==> src/rtl/sprite_pkg.sv <==
// Shared scancodes, decoder states, direction bit indices and the clamped axis step
// used by the sprite motion controller.
package sprite_pkg;

  localparam logic [7:0] SC_EXT   = 8'hE0;
  localparam logic [7:0] SC_BRK   = 8'hF0;
  localparam logic [7:0] SC_UP    = 8'h75;
  localparam logic [7:0] SC_DOWN  = 8'h72;
  localparam logic [7:0] SC_LEFT  = 8'h6B;
  localparam logic [7:0] SC_RIGHT = 8'h74;

  // dir vector layout: {up, down, left, right}
  localparam int DIR_UP    = 3;
  localparam int DIR_DOWN  = 2;
  localparam int DIR_LEFT  = 1;
  localparam int DIR_RIGHT = 0;

  typedef enum logic [1:0] {
    DEC_IDLE    = 2'd0,
    DEC_EXT     = 2'd1,
    DEC_BRK     = 2'd2,
    DEC_EXT_BRK = 2'd3
  } dec_state_t;

  // Signed 11-bit math so a decrement near zero clamps instead of wrapping.
  function automatic logic [9:0] step_axis(input logic [9:0]        pos,
                                           input logic              dec,
                                           input logic              inc,
                                           input logic signed [10:0] lo,
                                           input logic signed [10:0] hi,
                                           input logic signed [10:0] step);
    logic signed [10:0] p;
    p = $signed({1'b0, pos});
    if (dec)      p = (p - step < lo) ? lo : p - step;
    else if (inc) p = (p + step > hi) ? hi : p + step;
    return p[9:0];
  endfunction

endpackage

==> src/rtl/ps2_rx_byte.sv <==
// PS/2 byte receiver: synchronises the pins, shifts 11-bit frames on falling ps2_clk,
// checks start/parity/stop and aborts a stalled frame after TIMEOUT idle cycles.
module ps2_rx_byte #(
  parameter int TIMEOUT = 25000
) (
  input  logic       vga_clk,
  input  logic       reset,
  input  logic       ps2_clk,
  input  logic       ps2_data,
  output logic       key_valid,
  output logic [7:0] key_code,
  output logic       frame_err
);

  localparam int TW = $clog2(TIMEOUT + 1);

  logic [2:0]    clk_s;   // [1:0] synchroniser, [2] previous synced value
  logic [1:0]    dat_s;
  logic [3:0]    bit_cnt;
  logic [10:0]   sr;
  logic [TW-1:0] to_cnt;
  logic          done;
  logic          fall;

  assign fall = clk_s[2] & ~clk_s[1];

  always_ff @(posedge vga_clk or posedge reset) begin
    if (reset) begin
      clk_s     <= '1;
      dat_s     <= '1;
      bit_cnt   <= '0;
      sr        <= '0;
      to_cnt    <= '0;
      done      <= 1'b0;
      key_valid <= 1'b0;
      key_code  <= '0;
      frame_err <= 1'b0;
    end else begin
      clk_s     <= {clk_s[1:0], ps2_clk};
      dat_s     <= {dat_s[0], ps2_data};
      done      <= 1'b0;
      key_valid <= 1'b0;
      frame_err <= 1'b0;

      if (fall) begin
        sr     <= {dat_s[1], sr[10:1]};
        to_cnt <= '0;
        if (bit_cnt == 4'd10) begin
          bit_cnt <= '0;
          done    <= 1'b1;
        end else begin
          bit_cnt <= bit_cnt + 4'd1;
        end
      end else if (bit_cnt != 4'd0) begin
        if (to_cnt == TW'(TIMEOUT - 1)) begin
          bit_cnt <= '0;
          to_cnt  <= '0;
        end else begin
          to_cnt <= to_cnt + TW'(1);
        end
      end

      // sr[0]=start, sr[8:1]=data, sr[9]=parity, sr[10]=stop
      if (done) begin
        if (!sr[0] && sr[10] && (^sr[9:1])) begin
          key_valid <= 1'b1;
          key_code  <= sr[8:1];
        end else begin
          frame_err <= 1'b1;
        end
      end
    end
  end

endmodule

==> src/rtl/sprite_motion_ctrl.sv <==
// Arrow-key driven sprite mover: decodes E0/F0 scancode sequences into a held direction
// set and steps the sprite centre once per frame, clamped to the visible area.
module sprite_motion_ctrl
  import sprite_pkg::*;
#(
  parameter int H_PIXELS    = 640,
  parameter int V_PIXELS    = 480,
  parameter int SQUARE_SIZE = 10,
  parameter int INIT_X      = 320,
  parameter int INIT_Y      = 240,
  parameter int STEP        = 1,
  parameter int TIMEOUT     = 25000
) (
  input  logic       vga_clk,
  input  logic       reset,
  input  logic       ps2_clk,
  input  logic       ps2_data,
  input  logic       frame_tick,
  output logic [9:0] sq_pos_x,
  output logic [9:0] sq_pos_y,
  output logic [3:0] dir,
  output logic       key_valid,
  output logic [7:0] key_code,
  output logic       frame_err
);

  localparam logic signed [10:0] X_LO = 11'(SQUARE_SIZE);
  localparam logic signed [10:0] X_HI = 11'(H_PIXELS - 1 - SQUARE_SIZE);
  localparam logic signed [10:0] Y_LO = 11'(SQUARE_SIZE);
  localparam logic signed [10:0] Y_HI = 11'(V_PIXELS - 1 - SQUARE_SIZE);
  localparam logic signed [10:0] STP  = 11'(STEP);

  dec_state_t state;

  ps2_rx_byte #(.TIMEOUT(TIMEOUT)) u_rx (
    .vga_clk  (vga_clk),
    .reset    (reset),
    .ps2_clk  (ps2_clk),
    .ps2_data (ps2_data),
    .key_valid(key_valid),
    .key_code (key_code),
    .frame_err(frame_err)
  );

  always_ff @(posedge vga_clk or posedge reset) begin
    if (reset) begin
      state <= DEC_IDLE;
      dir   <= '0;
    end else if (key_valid) begin
      state <= DEC_IDLE;
      unique case (state)
        DEC_IDLE: begin
          if (key_code == SC_EXT)      state <= DEC_EXT;
          else if (key_code == SC_BRK) state <= DEC_BRK;
        end
        DEC_EXT: begin
          // A press claims its axis; the other axis is left alone for diagonals.
          case (key_code)
            SC_BRK:   state <= DEC_EXT_BRK;
            SC_UP:    begin dir[DIR_UP]    <= 1'b1; dir[DIR_DOWN]  <= 1'b0; end
            SC_DOWN:  begin dir[DIR_DOWN]  <= 1'b1; dir[DIR_UP]    <= 1'b0; end
            SC_LEFT:  begin dir[DIR_LEFT]  <= 1'b1; dir[DIR_RIGHT] <= 1'b0; end
            SC_RIGHT: begin dir[DIR_RIGHT] <= 1'b1; dir[DIR_LEFT]  <= 1'b0; end
            default:  ;
          endcase
        end
        DEC_BRK: ;
        DEC_EXT_BRK: begin
          case (key_code)
            SC_UP:    dir[DIR_UP]    <= 1'b0;
            SC_DOWN:  dir[DIR_DOWN]  <= 1'b0;
            SC_LEFT:  dir[DIR_LEFT]  <= 1'b0;
            SC_RIGHT: dir[DIR_RIGHT] <= 1'b0;
            default:  ;
          endcase
        end
        default: ;
      endcase
    end
  end

  // dir read here is the pre-update value when a key lands on the tick cycle.
  always_ff @(posedge vga_clk or posedge reset) begin
    if (reset) begin
      sq_pos_x <= 10'(INIT_X);
      sq_pos_y <= 10'(INIT_Y);
    end else if (frame_tick) begin
      sq_pos_x <= step_axis(sq_pos_x, dir[DIR_LEFT], dir[DIR_RIGHT], X_LO, X_HI, STP);
      sq_pos_y <= step_axis(sq_pos_y, dir[DIR_UP], dir[DIR_DOWN], Y_LO, Y_HI, STP);
    end
  end

endmodule

==> config.mk <==
export PLATFORM = sky130hd
export DESIGN_NAME = sprite_motion_ctrl
export DESIGN_NICKNAME = d
export VERILOG_FILES = /design/src/rtl/sprite_pkg.sv /design/src/rtl/ps2_rx_byte.sv /design/src/rtl/sprite_motion_ctrl.sv
export SDC_FILE = /design/constraint.sdc
export NUM_CORES = 1
export LEC_CHECK = 0
export CAP_MARGIN = 5
export CORE_UTILIZATION = 40
export DETAILED_ROUTE_END_ITERATION = 7
export DONT_BUFFER_PORTS = 1
export PLACE_DENSITY = 0.6
export SLEW_MARGIN = 20
export SYNTH_ARGS = -nofsm -noshare
export SYNTH_HDL_FRONTEND = slang
export SYNTH_SLANG_ARGS = --single-unit
export TNS_END_PERCENT = 30
==> constraint.sdc <==
create_clock -name vga_clk -period 2.37 [get_ports vga_clk]
set_input_delay 0.474 -clock vga_clk [delete_from_list [all_inputs] [get_ports vga_clk]]
set_output_delay 0.474 -clock vga_clk [all_outputs]
set_load 0.01 [all_outputs]
==> Word level (Yosys, flattened, before mapping) <==
Cells that the tools add are included.
{ "totals": {"in_bits": 5, "ramBits": 0, "latch_bits": 0, "mem_bits_ro": 0, "n_memories": 0, "regBits": 72, "out_inout_bits": 34} }
{ "classes": {"n_eq_ne": 16, "shift": 0, "n_mul": 0, "n_reduce_logical": 19, "n_mux": 32, "addsub": 6, "bitwise_logic": 2, "div": 0, "magnitude_cmp": 4} }
{ "op_table": {"columns": ["cell", "count"], "rows": [
  ["10-bit two-way mux", 8],
  ["15-bit two-way mux", 3],
  ["8-bit by 7-bit == test with 1-bit output, second input constant", 4],
  ["10-bit by 1-bit adder with 11-bit output, second input constant", 2],
  ["11-bit by 5-bit < comparator with 1-bit output, second input constant", 2],
  ["10-bit by 1-bit subtractor with 11-bit output, second input constant", 2],
  ["8-bit == test, second input constant", 2],
  ["4-bit two-way mux", 4],
  ["4-bit AND reduction", 4],
  ["15-bit by 1-bit adder with 15-bit output, second input constant", 1],
  ["15-bit == test, second input constant", 1],
  ["2-bit case mux with 2 select lines", 3],
  ["11-bit by 10-bit greater-than comparator with 1-bit output, second input constant", 1],
  ["11-bit greater-than comparator, second input constant", 1],
  ["1-bit two-way mux", 10],
  ["2-bit nonzero test", 5],
  ["9-bit XOR reduction", 1],
  ["4-bit case mux with 2 select lines", 1],
  ["2-bit AND reduction", 4],
  ["2-bit two-way mux", 3],
  ["2-bit by 1-bit inequality test with 1-bit output, second input constant", 3],
  ["3-bit inequality test, second input constant", 2],
  ["4-bit by 1-bit adder with 4-bit output, second input constant", 1],
  ["4-bit == test, second input constant", 1],
  ["other kinds (9)", 10]
]} }

==> Logic depth before layout (Yosys ltp) <==
{ "logic_depth": {"word_depth": 5, "ltp_mapped": 11, "ltp_nobuf": 9} }

==> Modules after synthesis <==
A second synthesis with hierarchy kept.
{ "unflattened": {"cells_unflattened": 543, "area_unflattened_um2": 4774.6} }
{ "by_module_without_submodules": {"columns": ["module", "instances", "area_per_inst_um2", "cells_each", "seq_area_each_um2"], "rows": [
  ["sprite_motion_ctrl", 1, 2642.5, 346, 658.1],
  ["ps2_rx_byte", 1, 2132.0, 197, 1157.4]
]} }

==> Worst setup path after synthesis <==
Ideal clock, no wire load.
{ "synth_path": {"kind": "register to register", "start": "reg sq_pos_y[0]", "end": "reg sq_pos_y[8]", "synth_period_minus_slack_ns": 2.664, "path_stages_with_launch": 11, "arrival_ns": 2.539, "n_path_buf": 1, "path_slack_ns": -0.294, "t_required_ns": 2.245, "cell_sequence": "dfrtp_1 -> buf_6 -> inv_1 -> ha_1 -> xnor2_1 -> a22oi_1 -> or3_2 -> a2111oi_4 -> a21oi_2 -> a311oi_1 -> nor2_1"} }
{ "synth_between": {"elab_chain_len": 5, "elab_cells_between_ends": 8, "cone_classes": "add/sub: 2; order compare: 2; mux: 4"} }
{ "synth_lines": {"columns": ["element", "line", "rtl"], "rows": [
  ["from (decl)", "sprite_motion_ctrl.sv:20", "output logic [9:0] sq_pos_y,"],
  ["from (signal assigned)", "sprite_motion_ctrl.sv:86", "sq_pos_y <= 10'(INIT_Y);"],
  ["from (signal assigned)", "sprite_motion_ctrl.sv:89", "sq_pos_y <= step_axis(sq_pos_y, dir[DIR_UP], dir[DIR_DOWN], Y_LO, Y_HI, STP);"],
  ["10-bit by 1-bit adder with 11-bit output", "sprite_pkg.sv:35", "else if (inc) p = (p + step > hi) ? hi : p + step;"],
  ["11-bit by 10-bit greater-than comparator with 1-bit output", "sprite_pkg.sv:35", null],
  ["10-bit two-way mux (2 in a row)", "sprite_pkg.sv:35", null],
  ["10-bit two-way mux (*)", "sprite_pkg.sv:34", "if (dec) p = (p - step < lo) ? lo : p - step;"]
]} }
Mark *: on every way between the ends. The rest lies on a longest branch, timed or not. The select of a mux whose other input is x is not followed.
A chain may end at the register's enable or synchronous reset.

==> Final worst setup path <==
{ "layout_path": {"start": "reg sq_pos_y[1]", "end": "reg sq_pos_y[8]"} }
Same word-level chain as after synthesis.

==> run_results.csv <==
group,metric,value,unit
run_status,status,"complete, but fails checks",
run_status,violations,"setup timing",
global_routing,grt_max_degree,40,
final_layout,final_nets,633,
sta,worst_slew_pin_slew,548,ps
sta,period_share,1.03,
critical_path,start_kind,"flop",
critical_path,required,2580,ps
critical_path,path_class,"reg2reg",
floorplan,io_pins,39,
critical_path,slowest_delay,550,ps
synth,synthCells,578,
synth,syn_area,0.00487,mm^2
route,first_iter_violations,447,
synth,synthDistinctLibCells,72,
clocking,cts_tree,"built",
critical_path,setup.worst_path.end_class,"flop",
clocking,clk_latency,330,ps
final_layout,area_delta_synth_final,19.3,%
critical_path,critPathMaxFanout,8,
critical_path,critPathLaunch,"sq_pos_y[1]$_DFFE_PP0P_",
floorplan,core_region_area,0.0117,mm^2
synth,syn_nets,593,
route,drc,0,
clocking,path_clk_slew,60,ps
route,ant_nets,0,
synth,yosysWarningCount,0,
floorplan,rows,39,
sta,clock_skew,5.20,ps
clocking,cts_max_level,3,
route,wl,12400,um
power_and_ir_drop,ir_drop,506,uV
sta,postLayoutSetupSlackWorst,-66.5,ps
floorplan,die_y,112,um
floorplan,die_x,112,um
sta,fin_crit,2440,ps
critical_path,cp.arrival,2650,ps
sta,hold_violations,0,
sta,setup_viol,1,
route,vias_per_cell,5.83,
clocking,cts-buffers-inserted,9,
sta,timing.hold.ws,54.7,ps
floorplan,start_util,0.418,
global_routing,grt_antenna_before_repair,0,
synth,async_flop_share,1.00,
synth,ys_seq_area_frac,0.373,
synth,synth-seq-cells,72,
final_layout,nFillCells,1078,
critical_path,ff2ff_path_depth,8,
placed_design,place.port_buffers,0,
run,maxCapViolCount,0,
critical_path,slowest_stage,"or4_4",
floorplan,die_area,0.0126,mm^2
global_routing,grt-ovfl-total,0,
power_and_ir_drop,power.leakage,2.45,nW
sta,rsz0062_at_grt,"yes",
sta,slew_violations,0,
global_routing,grt_pass1_vias,4236,
placed_design,place.gp.congestion,0.926,
clocking,cts_buffer_depth,2,
power_and_ir_drop,finalPower,0.00326,W
route,avgRoutedWirePerCell,16.2,um
min_path,hold_path.class,"in2async",
final_layout,antenna_cells,0,
global_routing,grt_pass1_wl,20700,um
synth,synth_edf_count,0,
placed_design,place_hpwl,8800,um
power_and_ir_drop,power.density,560,mW/mm^2
clocking,cts.sinks,72,
final_layout,final_cell_area,0.00581,mm^2
sta,relSlewSlack,0.632,
critical_path,rr_startpoint,"sq_pos_y[1]$_DFFE_PP0P_",
critical_path,path_cells,"buf_6, or4_4, nor2_4, nand4_4, a2111oi_4, a21oi_4, a311oi_1, nor2_1",
synth,synth_top_flop_cell,"dfrtp_1",
route,num_vias,4462,
synth,avgSynthCellArea,8.43,um^2
clocking,root_buffer,"clkbuf_16",
global_routing,gr-usage-all-layers,0.202,
placed_design,placed_cell_area,0.00535,mm^2
route,dr.pass1.iters,5,
sta,fmax,410,MHz
final_layout,layout-drive-gt1-share,0.234,
==> worst paths after layout <==
kind,end,slack (ps)
max,sq_pos_y[8]$_DFFE_PP0P_,-70
min,u_rx.to_cnt[10]$_DFFE_PP0P_,50
max reg2reg,sq_pos_y[8]$_DFFE_PP0P_,-70
min reg2reg,u_rx.clk_s[1]$_DFF_PP1_,360
max in group asynchronous,sq_pos_y[4]$_DFFE_PP1P_,1650
min in group vga_clk,u_rx.dat_s[0]$_DFF_PP1_,140
==> sequential cells by signal, summed over array words and instances, names as in the netlist <==
name and flops:
sq_pos_y 10, state 2, u_rx.bit_cnt 4, dir 4, sq_pos_x 10, u_rx.key_code 8
u_rx.frame_err 1, u_rx.to_cnt 15, u_rx.dat_s 2, u_rx.clk_s 3, u_rx.sr 11, u_rx.done 1
u_rx.key_valid 1
==> worst max-delay path, delay by kind of cell, from the launching register on <==
kind | cells | cell delay (ps)
AOI/OAI and AO/OA | 3 | 870
buffers and inverters | 1 | 120
DFF | 1 | 440
and+or+nand+nor | 4 | 890
==> cell usage after synthesis (8+ instances only) <==
| cell type | number | share of area |
|---|---|---|
| clkbuf_1 | 21 | 0.016 |
| nand3_1 | 26 | 0.027 |
| xnor2_1 | 19 | 0.034 |
| inv_1 | 23 | 0.018 |
| nand4_1 | 11 | 0.014 |
| nor2_1 | 41 | 0.032 |
| nor2b_1 | 9 | 0.012 |
| o22ai_1 | 8 | 0.010 |
| mux2_2 | 8 | 0.018 |
| nand2_1 | 76 | 0.059 |
| dfrtp_1 | 61 | 0.31 |
| a21oi_1 | 33 | 0.034 |
| o21ai_0 | 47 | 0.048 |
| nand2b_1 | 11 | 0.014 |
| nor3_1 | 18 | 0.018 |
| dfstp_2 | 11 | 0.059 |
| ha_1 | 10 | 0.026 |
| and3_1 | 12 | 0.015 |
==> final cells by class <==
cell class              count  area (um^2)  share of cell area
well taps                 143          179              0.0308
flip-flops and latches     72         1820               0.313
multi-input cells         446         2910               0.500
inverters                  24         90.1              0.0155
clock inverters             6         73.8              0.0127
repair buffers             65          504              0.0867
clock buffers              10          239              0.0411
==> placed cells by master, fill, tap and decap left out, drive strengths merged, types with 9 or more instances in the layout <==
cell type / count
xnor2: 19
a21oi: 35
clkbuf: 10
nor3: 18
nand3: 26
nand2: 76
nor2b: 9
inv: 26
nand2b: 11
buf: 65
dfstp: 11
nor2: 42
o21ai: 49
nand4: 12
ha: 10
dfrtp: 61
and3: 12
==> per-stage QoR <==
| step | utilization | setup TNS [ps] | worst slack, ps | cells |
|---|---|---|---|---|
| after floorplan | - | -115 | -54.4 | 578 |
| after global placement | 0.459 | -59.5 | -46.0 | 748 |
| after detailed placement | 0.459 | -206 | -69.6 | 748 |
| after CTS | 0.486 | -44.2 | -26.2 | 764 |
| after global routing | 0.498 | -713 | -148 | 766 |
| final | 0.498 | -66.5 | -66.5 | 766 |
==> power by group <==
part / leakage [nW] / switching, W / internal [W]
Clock: 0.154 / 0.000557 / 0.000859
Sequential: 0.925 / 0.000113 / 0.00134
Combinational: 1.37 / 0.000221 / 0.000171
==> cell families (layout without fill, tap and decap cells) <==
group / count (synthesis) / in the layout / share of synthesized area
and+or+nand+nor: 245 / 245 / 0.259
DFF: 72 / 72 / 0.373
muxes: 9 / 9 / 0.0205
buffers and inverters: 60 / 105 / 0.0660
AOI/OAI and AO/OA: 156 / 156 / 0.210
adders and majority gates: 10 / 10 / 0.0257
xor gates and xnor gates: 26 / 26 / 0.0467
==> timing repair <==
| action | CTS | global route |
|---|---|---|
| pin swaps | 1 | 13 |
| setup buffers | 0 | 2 |
| resized for setup | 3 | 28 |
| hold buffers | 0 | 0 |
| setup endpoints to repair | 7 | 20 |
| endpoints found under the hold margin | 0 | 0 |
==> layer usage <==
| metal | part of all wire | up-vias | global-route usage |
|---|---|---|---|
| li1 | - | 2149 | - |
| met1 | 0.44 | 2121 | 0.268 |
| met2 | 0.47 | 170 | 0.330 |
| met3 | 0.072 | 22 | 0.0502 |
| met4 | 0.017 | 0 | 0.0560 |
| met5 | 0 | - | 0 |
(Power assumes the default switching activity.)
